==> config.mk <==
export PLATFORM = sky130hd
export DESIGN_NAME = keypad_code_lock
export DESIGN_NICKNAME = d
export VERILOG_FILES = /design/src/rtl/keypad_code_lock_pkg.sv /design/src/rtl/keypad_code_lock_buzzer_tone.sv /design/src/rtl/keypad_code_lock.sv
export SDC_FILE = /design/constraint.sdc
export NUM_CORES = 1
export LEC_CHECK = 0
export CAP_MARGIN = 10
export CORE_MARGIN = 1.5
export CORE_UTILIZATION = 40
export CTS_BUF_LIST = sky130_fd_sc_hd__clkbuf_8 sky130_fd_sc_hd__clkbuf_16
export CTS_CLUSTER_DIAMETER = 120
export DETAILED_ROUTE_END_ITERATION = 12
export PLACE_DENSITY = 0.62
export SLEW_MARGIN = 20
export SYNTH_ARGS = -nofsm -noshare
export SYNTH_HDL_FRONTEND = slang
export SYNTH_SLANG_ARGS = --single-unit
==> constraint.sdc <==
create_clock -name clk -period 4.51 [get_ports clk]
set_input_delay 1.1275 -clock clk [delete_from_list [all_inputs] [get_ports clk]]
set_output_delay 1.1275 -clock clk [all_outputs]
set_load 0.01 [all_outputs]
==> src/rtl/keypad_code_lock_pkg.sv <==
// Shared types and constants for the keypad code lock: state/tone encodings,
// keypad code map and the one-hot key decoder.
package lock_pkg;

  typedef enum logic [1:0] {
    ST_ENTRY   = 2'd0,
    ST_PASS    = 2'd1,
    ST_LOCKOUT = 2'd2
  } lock_state_e;

  typedef enum logic [1:0] {
    TONE_KEY = 2'd0,
    TONE_OK  = 2'd1,
    TONE_ERR = 2'd2
  } tone_sel_e;

  localparam logic [15:0] KEY_0     = 16'h0008;
  localparam logic [15:0] KEY_1     = 16'h0080;
  localparam logic [15:0] KEY_2     = 16'h0040;
  localparam logic [15:0] KEY_3     = 16'h0020;
  localparam logic [15:0] KEY_4     = 16'h0800;
  localparam logic [15:0] KEY_5     = 16'h0400;
  localparam logic [15:0] KEY_6     = 16'h0200;
  localparam logic [15:0] KEY_7     = 16'h8000;
  localparam logic [15:0] KEY_8     = 16'h4000;
  localparam logic [15:0] KEY_9     = 16'h2000;
  localparam logic [15:0] KEY_ENTER = 16'h0001;
  localparam logic [15:0] KEY_CLEAR = 16'h1000;
  localparam logic [15:0] KEY_ADMIN = 16'h0100;

  localparam logic [3:0] BLANK      = 4'hF;
  localparam logic [3:0] PASS_GLYPH = 4'hA;
  localparam logic [3:0] LOCK_GLYPH = 4'h0;

  typedef struct packed {
    logic       valid;
    logic       is_digit;
    logic [3:0] digit;
    logic       enter;
    logic       clear;
    logic       admin;
  } key_t;

  // Anything other than exactly one mapped code (multi-hot, unmapped, none) decodes as invalid.
  function automatic key_t decode_key(input logic [15:0] code);
    key_t k;
    k          = '0;
    k.valid    = 1'b1;
    k.is_digit = 1'b1;
    case (code)
      KEY_0: k.digit = 4'd0;
      KEY_1: k.digit = 4'd1;
      KEY_2: k.digit = 4'd2;
      KEY_3: k.digit = 4'd3;
      KEY_4: k.digit = 4'd4;
      KEY_5: k.digit = 4'd5;
      KEY_6: k.digit = 4'd6;
      KEY_7: k.digit = 4'd7;
      KEY_8: k.digit = 4'd8;
      KEY_9: k.digit = 4'd9;
      KEY_ENTER: begin k.is_digit = 1'b0; k.enter = 1'b1; end
      KEY_CLEAR: begin k.is_digit = 1'b0; k.clear = 1'b1; end
      KEY_ADMIN: begin k.is_digit = 1'b0; k.admin = 1'b1; end
      default: begin k.valid = 1'b0; k.is_digit = 1'b0; end
    endcase
    return k;
  endfunction

endpackage

==> src/rtl/keypad_code_lock_buzzer_tone.sv <==
// Buzzer tone generator: one active tone at a time, restarted by every request.
// The error tone is silenced during the middle third of its duration.
module buzzer_tone
  import lock_pkg::*;
#(
  parameter int KEY_DIV = 50000,
  parameter int OK_DIV  = 25000,
  parameter int ERR_DIV = 100000,
  parameter int KEY_CYC = 10000000,
  parameter int OK_CYC  = 30000000,
  parameter int ERR_CYC = 15000000
) (
  input  logic       clk,
  input  logic       rst_n,
  input  logic       req,
  input  logic [1:0] sel,
  output logic       buzzer
);

  localparam int MAX_CYC = (KEY_CYC > OK_CYC) ? ((KEY_CYC > ERR_CYC) ? KEY_CYC : ERR_CYC)
                                              : ((OK_CYC > ERR_CYC) ? OK_CYC : ERR_CYC);
  localparam int MAX_DIV = (KEY_DIV > OK_DIV) ? ((KEY_DIV > ERR_DIV) ? KEY_DIV : ERR_DIV)
                                              : ((OK_DIV > ERR_DIV) ? OK_DIV : ERR_DIV);
  localparam int DW = $clog2(MAX_CYC + 1);
  localparam int HW = $clog2(MAX_DIV + 1);

  localparam logic [DW-1:0] ERR_LO = DW'(ERR_CYC / 3);
  localparam logic [DW-1:0] ERR_HI = DW'((2 * ERR_CYC) / 3);

  logic          r_active;
  logic [1:0]    r_sel;
  logic [DW-1:0] r_dur;
  logic [HW-1:0] r_half;
  logic          r_tone;
  logic [DW-1:0] w_last_cyc;
  logic [HW-1:0] w_last_div;
  logic          w_gate;

  always_comb begin
    w_last_cyc = DW'(KEY_CYC - 1);
    w_last_div = HW'(KEY_DIV - 1);
    case (r_sel)
      TONE_OK: begin
        w_last_cyc = DW'(OK_CYC - 1);
        w_last_div = HW'(OK_DIV - 1);
      end
      TONE_ERR: begin
        w_last_cyc = DW'(ERR_CYC - 1);
        w_last_div = HW'(ERR_DIV - 1);
      end
      default: ;
    endcase
  end

  always_ff @(posedge clk or negedge rst_n) begin
    if (!rst_n) begin
      r_active <= 1'b0;
      r_sel    <= TONE_KEY;
      r_dur    <= '0;
      r_half   <= '0;
      r_tone   <= 1'b0;
    end else if (req) begin
      r_active <= 1'b1;
      r_sel    <= sel;
      r_dur    <= '0;
      r_half   <= '0;
      r_tone   <= 1'b1;
    end else if (r_active) begin
      if (r_dur == w_last_cyc) begin
        r_active <= 1'b0;
        r_dur    <= '0;
        r_half   <= '0;
        r_tone   <= 1'b0;
      end else begin
        r_dur <= r_dur + DW'(1);
        if (r_half == w_last_div) begin
          r_half <= '0;
          r_tone <= ~r_tone;
        end else begin
          r_half <= r_half + HW'(1);
        end
      end
    end
  end

  assign w_gate = (r_sel == TONE_ERR) && (r_dur >= ERR_LO) && (r_dur < ERR_HI);
  assign buzzer = r_active & r_tone & ~w_gate;

endmodule

==> src/rtl/keypad_code_lock.sv <==
// Keypad code lock: key decode, BCD entry register, try counter, lockout timer
// and the ENTRY/PASS/LOCKOUT controller; tones come from buzzer_tone.
//   state      | meaning
//   ST_ENTRY   | collecting digits, ENTER compares against password
//   ST_PASS    | code accepted, waits for CLEAR or ADMIN
//   ST_LOCKOUT | too many failures, counts tick_1hz down to zero
module keypad_code_lock
  import lock_pkg::*;
#(
  parameter int DIGITS    = 3,
  parameter int MAX_TRIES = 6,
  parameter int LOCKOUT_S = 30,
  parameter int KEY_DIV   = 50000,
  parameter int OK_DIV    = 25000,
  parameter int ERR_DIV   = 100000,
  parameter int KEY_CYC   = 10000000,
  parameter int OK_CYC    = 30000000,
  parameter int ERR_CYC   = 15000000
) (
  input  logic                  clk,
  input  logic                  rst_n,
  input  logic [15:0]           onehot,
  input  logic                  tick_1hz,
  input  logic [4*DIGITS-1:0]   password,
  output logic [4*DIGITS-1:0]   digits_out,
  output logic [3:0]            entered,
  output logic [3:0]            tries,
  output logic [1:0]            lock_state,
  output logic [7:0]            lock_secs,
  output logic                  buzzer
);

  localparam int EW = $clog2(DIGITS + 1);
  localparam int TW = $clog2(MAX_TRIES + 1);
  localparam int SW = $clog2(LOCKOUT_S + 1);

  lock_state_e          r_state;
  lock_state_e          w_state_nxt;
  logic [15:0]          r_prev_key;
  logic [4*DIGITS-1:0]  r_digits;
  logic [EW-1:0]        r_entered;
  logic [TW-1:0]        r_tries;
  logic [SW-1:0]        r_secs;

  key_t       w_key;
  logic       w_event, w_digit, w_enter, w_clear, w_admin;
  logic       w_full, w_match, w_last_try, w_last_sec;
  logic       w_blank, w_shift, w_load_pass, w_load_lock;
  logic       w_try_inc, w_try_clr, w_secs_load, w_secs_dec, w_secs_clr;
  logic       w_req;
  logic [1:0] w_sel;

  assign w_key      = decode_key(onehot);
  assign w_event    = (onehot != r_prev_key) && w_key.valid;
  assign w_digit    = w_event && w_key.is_digit;
  assign w_enter    = w_event && w_key.enter;
  assign w_clear    = w_event && w_key.clear;
  assign w_admin    = w_event && w_key.admin;
  assign w_full     = (r_entered == EW'(DIGITS));
  assign w_match    = (r_digits == password);
  assign w_last_try = (r_tries == TW'(MAX_TRIES - 1));
  assign w_last_sec = (r_secs == SW'(1));

  always_ff @(posedge clk or negedge rst_n) begin
    if (!rst_n) r_state <= ST_ENTRY;
    else        r_state <= w_state_nxt;
  end

  always_comb begin
    w_state_nxt = r_state;
    case (r_state)
      ST_ENTRY: begin
        if (!w_admin && w_enter && w_full) begin
          if (w_match)         w_state_nxt = ST_PASS;
          else if (w_last_try) w_state_nxt = ST_LOCKOUT;
        end
      end
      ST_PASS: begin
        if (w_clear || w_admin) w_state_nxt = ST_ENTRY;
      end
      ST_LOCKOUT: begin
        if (w_admin || (tick_1hz && w_last_sec)) w_state_nxt = ST_ENTRY;
      end
      default: w_state_nxt = ST_ENTRY;
    endcase
  end

  always_comb begin
    w_blank     = 1'b0;
    w_shift     = 1'b0;
    w_load_pass = 1'b0;
    w_load_lock = 1'b0;
    w_try_inc   = 1'b0;
    w_try_clr   = 1'b0;
    w_secs_load = 1'b0;
    w_secs_dec  = 1'b0;
    w_secs_clr  = 1'b0;
    w_req       = 1'b0;
    w_sel       = TONE_KEY;
    case (r_state)
      ST_ENTRY: begin
        if (w_admin) begin
          w_blank    = 1'b1;
          w_try_clr  = 1'b1;
          w_secs_clr = 1'b1;
          w_req      = 1'b1;
        end else if (w_clear) begin
          w_blank = 1'b1;
          w_req   = 1'b1;
        end else if (w_digit && !w_full) begin
          w_shift = 1'b1;
          w_req   = 1'b1;
        end else if (w_enter && w_full) begin
          w_req = 1'b1;
          if (w_match) begin
            w_load_pass = 1'b1;
            w_try_clr   = 1'b1;
            w_sel       = TONE_OK;
          end else begin
            w_try_inc = 1'b1;
            w_sel     = TONE_ERR;
            if (w_last_try) begin
              w_load_lock = 1'b1;
              w_secs_load = 1'b1;
            end else begin
              w_blank = 1'b1;
            end
          end
        end
      end
      ST_PASS: begin
        if (w_admin || w_clear) begin
          w_blank    = 1'b1;
          w_try_clr  = w_admin;
          w_secs_clr = w_admin;
          w_req      = 1'b1;
        end
      end
      ST_LOCKOUT: begin
        // ADMIN wins over a tick landing in the same cycle; neither beeps here.
        if (w_admin) begin
          w_blank    = 1'b1;
          w_try_clr  = 1'b1;
          w_secs_clr = 1'b1;
        end else if (tick_1hz) begin
          w_secs_dec = 1'b1;
          if (w_last_sec) begin
            w_blank   = 1'b1;
            w_try_clr = 1'b1;
          end
        end
      end
      default: ;
    endcase
  end

  always_ff @(posedge clk or negedge rst_n) begin
    if (!rst_n) begin
      r_prev_key <= '0;
      r_digits   <= {DIGITS{BLANK}};
      r_entered  <= '0;
      r_tries    <= '0;
      r_secs     <= '0;
    end else begin
      r_prev_key <= onehot;

      if (w_blank) begin
        r_digits  <= {DIGITS{BLANK}};
        r_entered <= '0;
      end else if (w_load_pass) begin
        r_digits <= {DIGITS{PASS_GLYPH}};
      end else if (w_load_lock) begin
        r_digits  <= {DIGITS{LOCK_GLYPH}};
        r_entered <= '0;
      end else if (w_shift) begin
        r_digits  <= (4*DIGITS)'({r_digits, w_key.digit});
        r_entered <= r_entered + EW'(1);
      end

      if (w_try_clr)
        r_tries <= '0;
      else if (w_try_inc && (r_tries < TW'(MAX_TRIES)))
        r_tries <= r_tries + TW'(1);

      if (w_secs_clr)       r_secs <= '0;
      else if (w_secs_load) r_secs <= SW'(LOCKOUT_S);
      else if (w_secs_dec)  r_secs <= r_secs - SW'(1);
    end
  end

  buzzer_tone #(
    .KEY_DIV (KEY_DIV),
    .OK_DIV  (OK_DIV),
    .ERR_DIV (ERR_DIV),
    .KEY_CYC (KEY_CYC),
    .OK_CYC  (OK_CYC),
    .ERR_CYC (ERR_CYC)
  ) u_buzzer (
    .clk    (clk),
    .rst_n  (rst_n),
    .req    (w_req),
    .sel    (w_sel),
    .buzzer (buzzer)
  );

  assign digits_out = r_digits;
  assign entered    = 4'(r_entered);
  assign tries      = 4'(r_tries);
  assign lock_state = r_state;
  assign lock_secs  = 8'(r_secs);

endmodule

# Word level (Yosys, flattened, before mapping)
# Cells that the tools add are included.
# Widths: inputs -> output; s select.
# classes
addsub	5
magnitude_cmp	3
n_eq_ne	29
n_mux	94
n_bitwise	4
n_reduce_logical	30
# op_table
op	n
$mux 25	3
$mux 17	4
$mux 1	55
$pmux 25 s2	1
$mux 12	4
$pmux 4 s9	1
$pmux 17 s2	1
$mux 2	15
$add 25x1->25 const B	1
$eq 25x25->1	1
$ge 25x23->1 const B	1
$lt 25x24->1 const B	1
$add 17x1->17 const B	1
$eq 17x17->1	1
$eq 16x1->1 const B	1
$eq 16x10->1 const B	1
$eq 16x11->1 const B	1
$eq 16x12->1 const B	1
$eq 16x13->1 const B	1
$eq 16x14->1 const B	1
$eq 16x15->1 const B	1
$eq 16x16->1 const B	1
$eq 16x4->1 const B	1
$eq 16x6->1 const B	1
other kinds (34)	65
# word_totals
register_bits	86

# Depth between registers and ports, before layout
# logic_depth
ltp_word	14
mapped_depth	11

# Cells and area by module
# Synthesis repeated with hierarchy kept, for this count alone.
# hier_totals
hier_cells	561
area_unflattened_um2	5322.6
# by_module_without_submodules
module	n_inst	cells_each	area_each_um2
buzzer_tone	1	301	2827.7
keypad_code_lock	1	260	2494.9

# Worst setup path before layout
# No wires, ideal clock.
# synth_timing
kind	input port to flip-flop
start	input port onehot[13]
end	register u_buzzer.r_half[15]
setup_time_ns	0.078
arrival_ns	3.756
t_required_ns	4.432
setup_slack_ns	0.676
stages	9
n_path_buf	2
cell_sequence	buf_2 -> or4_1 -> or4_4 -> or2_4 -> a311oi_4 -> nor3_2 -> buf_6 -> or4_1 -> a21oi_1
# synth_via
elab_chain_len	12
elab_cells_between_ends	37
cone_classes	14 x eq/ne; 12 x mux; 11 x reduce/logical
# synth_rtl
element	line	source
start, declared	keypad_code_lock.sv:22	input logic [15:0] onehot,
$eq 16x9->1, or another cell as far along	keypad_code_lock_pkg.sv:50	case (code)
$reduce_or 13->1 (no source line)	n/a	
$mux 1	keypad_code_lock_pkg.sv:50	
$logic_and 1x1->1	keypad_code_lock.sv:54	assign w_event = (onehot != r_prev_key) && w_key.valid;
$logic_and 1x1->1	keypad_code_lock.sv:56	assign w_enter = w_event && w_key.enter;
$logic_and 1x1->1	keypad_code_lock.sv:113	end else if (w_enter && w_full) begin
$mux 1	keypad_code_lock.sv:113	
$mux 1	keypad_code_lock.sv:110	end else if (w_digit && !w_full) begin
$mux 1	keypad_code_lock.sv:107	end else if (w_clear) begin
$mux 1	keypad_code_lock.sv:102	if (w_admin) begin
$pmux 1 s2 (*)	keypad_code_lock.sv:100	case (r_state)
$mux 17 / $reduce_bool 2->1 (equally long branches)	n/a	
end signal, assigned	keypad_code_lock_buzzer_tone.sv:80	r_half <= r_half + HW'(1);
end, declared	keypad_code_lock_buzzer_tone.sv:33	logic [HW-1:0] r_half;
# Every way passes the cells marked *; elsewhere a longest branch is shown, timed or not.
# A chain may end at the register's enable or synchronous reset.

# Worst setup path after layout
# layout_timing
start	register u_buzzer.r_dur[12]
end	output port buzzer
# layout_via
elab_chain_len	5
elab_cells_between_ends	6
cone_classes	2 x order compare; 2 x bitwise; 2 x reduce/logical
# layout_rtl
element	line	source
start, declared	keypad_code_lock_buzzer_tone.sv:32	logic [DW-1:0] r_dur;
start signal, assigned	keypad_code_lock_buzzer_tone.sv:75	r_dur <= r_dur + DW'(1);
$ge 25x23->1	keypad_code_lock_buzzer_tone.sv:86	assign w_gate = (r_sel == TONE_ERR) && (r_dur >= ERR_LO) && (r_dur < ERR_HI);
$logic_and 1x1->1	keypad_code_lock_buzzer_tone.sv:86	
$logic_and 1x1->1 (*)	keypad_code_lock_buzzer_tone.sv:86	
$not 1->1 (*)	keypad_code_lock_buzzer_tone.sv:87	assign buzzer = r_active & r_tone & ~w_gate;
$and 1x1->1 (*)	keypad_code_lock_buzzer_tone.sv:87	
end, declared	keypad_code_lock.sv:30	output logic buzzer
# Marks and branches as above.

==> flow_metrics.env <==
export IMPL_period_minus_slack_ns=4.092
export IMPL_grt_pass1_wl_um=22470
export IMPL_hold_violations=0
export IMPL_synth_top_area_share_pct=34.75
export IMPL_fin_total_pwr_w=0.002220
export IMPL_worstPathArrival_ns=2.96
export IMPL_required_ns=3.38
export IMPL_nets=685
export IMPL_post_drt_via_cell_ratio=5.627
export IMPL_holdBufCountCts=0
export IMPL_coreArea_um2=12820
export IMPL_antenna_cells=0
export IMPL_setup_violations=0
export IMPL_grt_antenna_before_repair=0
export IMPL_async_flop_share_pct=100.0
export IMPL_cts_repair_resized=0
export IMPL_fin_tns_setup_ns=0
export IMPL_syn2layout_area_growth_pct=21.11
export IMPL_grt_pass1_vias=4606
export IMPL_post_cts_setup_buffers=0
export IMPL_port_buffers=55
export IMPL_start_util_pct=41.55
export IMPL_tightest_slew_ns=0.9288
export IMPL_multi_input_area_um2=2953
export IMPL_r2r_slack_ns=1.76
export IMPL_startpoint_type="register"
export IMPL_cts_tree="built"
export IMPL_place_hpwl_um=9327
export IMPL_p_leak_nw=2.548
export IMPL_seqCellArea_um2=2167
export IMPL_irDropWorstVdd_uv=161.6
export IMPL_gp_congestion=0.8662
export IMPL_skew_ns=0.008215
export IMPL_synth_cell_types=72
export IMPL_synth_top_cell_by_area="dfrtp_1"
export IMPL_cts_sinks=86
export IMPL_wl_um=13060
export IMPL_cp_max_fo=8
export IMPL_vias=4625
export IMPL_grt_max_degree=58
export IMPL_layout_commonest_cell="dfrtp_1"
export IMPL_rsz0062_at_grt="false"
export IMPL_netlist_area_um2=5329
export IMPL_netlist_instances=587
export IMPL_p_per_area_nw_per_um2=343.9
export IMPL_wl_per_cell_um=15.89
export IMPL_status="finished clean"
export IMPL_end_kind="output pin"
export IMPL_synth_edf_count=0
export IMPL_cts_root_buf="clkbuf_16"
export IMPL_htreeDepth=3
export IMPL_path_clk_slew_ns=0.07
export IMPL_row_count=41
export IMPL_numCtsBuffers=9
export IMPL_layout_drive_gt1_share_pct=11.54
export IMPL_synth_main_ff_cell="dfrtp_1"
export IMPL_io_pins=62
export IMPL_timing_fmax_mhz=244.4
export IMPL_dieArea_um2=14020
export IMPL_dr_pass1_iters=6
export IMPL_floorplan_die_height_um=118.4
export IMPL_yosys_warnings=0
export IMPL_die_w_um=118.4
export IMPL_cts_buffer_depth=2
export IMPL_worst_skew_pair_late_latency_ns=0.35
export IMPL_drtIter0Drc=249
export IMPL_grt_overflow=0
export IMPL_ys_ff_latch=86
export IMPL_hp_class="register to register"
export IMPL_ant_nets=0
export IMPL_final_cell_mix="dfrtp_1 (74), clkdlybuf4s50_1 (54), nand2_1 (51)"
export IMPL_slew_headroom_pct=37.74
export IMPL_avgSynthCellArea_um2=9.078
export IMPL_fin_crit_sh_pct=90.74
export IMPL_gr_usage_all_layers_pct=19.48
export IMPL_fillers=1231
export IMPL_drc=0
export IMPL_critPathKind="register to output pin"
export IMPL_drv_cap=0
export IMPL_seq_area_frac_synth_pct=40.67
export IMPL_drv_slew=0
export IMPL_synth_area_leaders="dfrtp_1 (35%), dfstp_2 (5.9%), xnor2_1 (5.6%), a21oi_1 (4.2%), nand2_1 (3.6%)"
==> Yosys cell counts (6+ instances only) <==
cell      count
nand4_1      16
o21ai_0      34
nor4_1        7
nand3_1      22
buf_4         6
clkbuf_1     26
nor3_1       17
nand2_1      51
nand3b_1      6
nand2b_1      6
o31ai_1      13
a21oi_1      45
xnor2_1      34
and3_1        9
nor4bb_1      6
or3_1         9
nor2_1       31
dfstp_2      12
inv_1        16
xor2_1       14
dfrtp_1      74
ha_1          9
nor2b_1       7
or4_1        17
==> worst max-delay path, stage by stage (launching register included) <==
cell             delay (ns)
dfrtp_1                0.47
inv_1                  0.10
a21oi_1                0.15
o21bai_1               0.08
a211o_1                0.29
a2111oi_0              0.52
o21ai_0                0.19
a21oi_1                0.25
clkdlybuf4s50_1        0.58
==> sequential cells by signal, indices dropped and copies added (netlist names) <==
signal             cells
r_entered              2
u_buzzer.r_active      1
r_tries                3
u_buzzer.r_sel         2
r_prev_key            16
u_buzzer.r_half       17
lock_state             2
r_secs                 5
u_buzzer.r_dur        25
u_buzzer.r_tone        1
digits_out            12
==> path summary, 6_finish.rpt <==
| check | from | cells past startpoint | to |
|---|---|---|---|
| min in group asynchronous | rst_n | 1 | u_buzzer.r_dur[1] |
| setup / recovery | u_buzzer.r_dur[12] | 8 | buzzer |
| hold / removal | u_buzzer.r_sel[0] | 1 | u_buzzer.r_sel[0] |
| max in group asynchronous | rst_n | 2 | digits_out[2] |
| setup reg to reg | u_buzzer.r_sel[0] | 9 | u_buzzer.r_dur[15] |
| hold reg to reg | u_buzzer.r_sel[0] | 1 | u_buzzer.r_sel[0] |
==> report_power, final <==
part | total [W] | switching [W] | internal (W) | leakage [nW]
registers | 0.00104 | 0.000169 | 0.000875 | 0.993
clock network | 0.000854 | 0.000316 | 0.000538 | 0.165
logic | 0.000322 | 0.000162 | 0.000160 | 1.39
==> metrics by stage <==
| step | util (%) | hold slack (ns) | area (um2) | setup slack (ns) | cells |
|---|---|---|---|---|---|
| 4_1_cts | 50.32 | 0.5235 | 6454 | 0.4071 | 822 |
| 2_1_floorplan | - | 0.4768 | 5348 | 0.6759 | 592 |
| 6_report | 50.32 | 0.5209 | 6454 | 0.4178 | 822 |
| 3_3_place_gp | 47.69 | 0.4915 | 6116 | 0.3200 | 806 |
| 5_1_grt | 50.32 | 0.5522 | 6454 | 0.1647 | 822 |
| 3_5_place_dp | 47.69 | 0.5084 | 6116 | 0.1864 | 806 |
==> cells by family (layout without fill, tap and decap cells) <==
family	count (synthesis)	count (layout)	synth area share, %
compound gates	139	139	16.93
xor+xnor	48	48	7.889
fa+ha+maj	9	9	2.113
buf+inv	52	110	4.273
flops	86	86	40.67
mux	5	5	0.9627
other cells	1	6	0.07037
simple gates	247	247	27.10
==> cell type report <==
class                   instances  area share, %
multi-input cells             454          45.75
flip-flops and latches         86          33.58
repair buffers                 78          11.17
clock buffers                   9          3.490
well taps                     172          3.335
clock inverters                 7          1.745
inverters                      16         0.9306
==> metal layers <==
layer / vias to the layer above / share of wire (%) / GRT usage, %
li1: 2276 / - / -
met1: 2227 / 45 / 24.20
met2: 102 / 49 / 33.28
met3: 20 / 4.4 / 5.116
met4: 0 / 1.6 / 5.648
met5: - / 0 / 0
No activity file was read; power rests on OpenSTA's default activity.
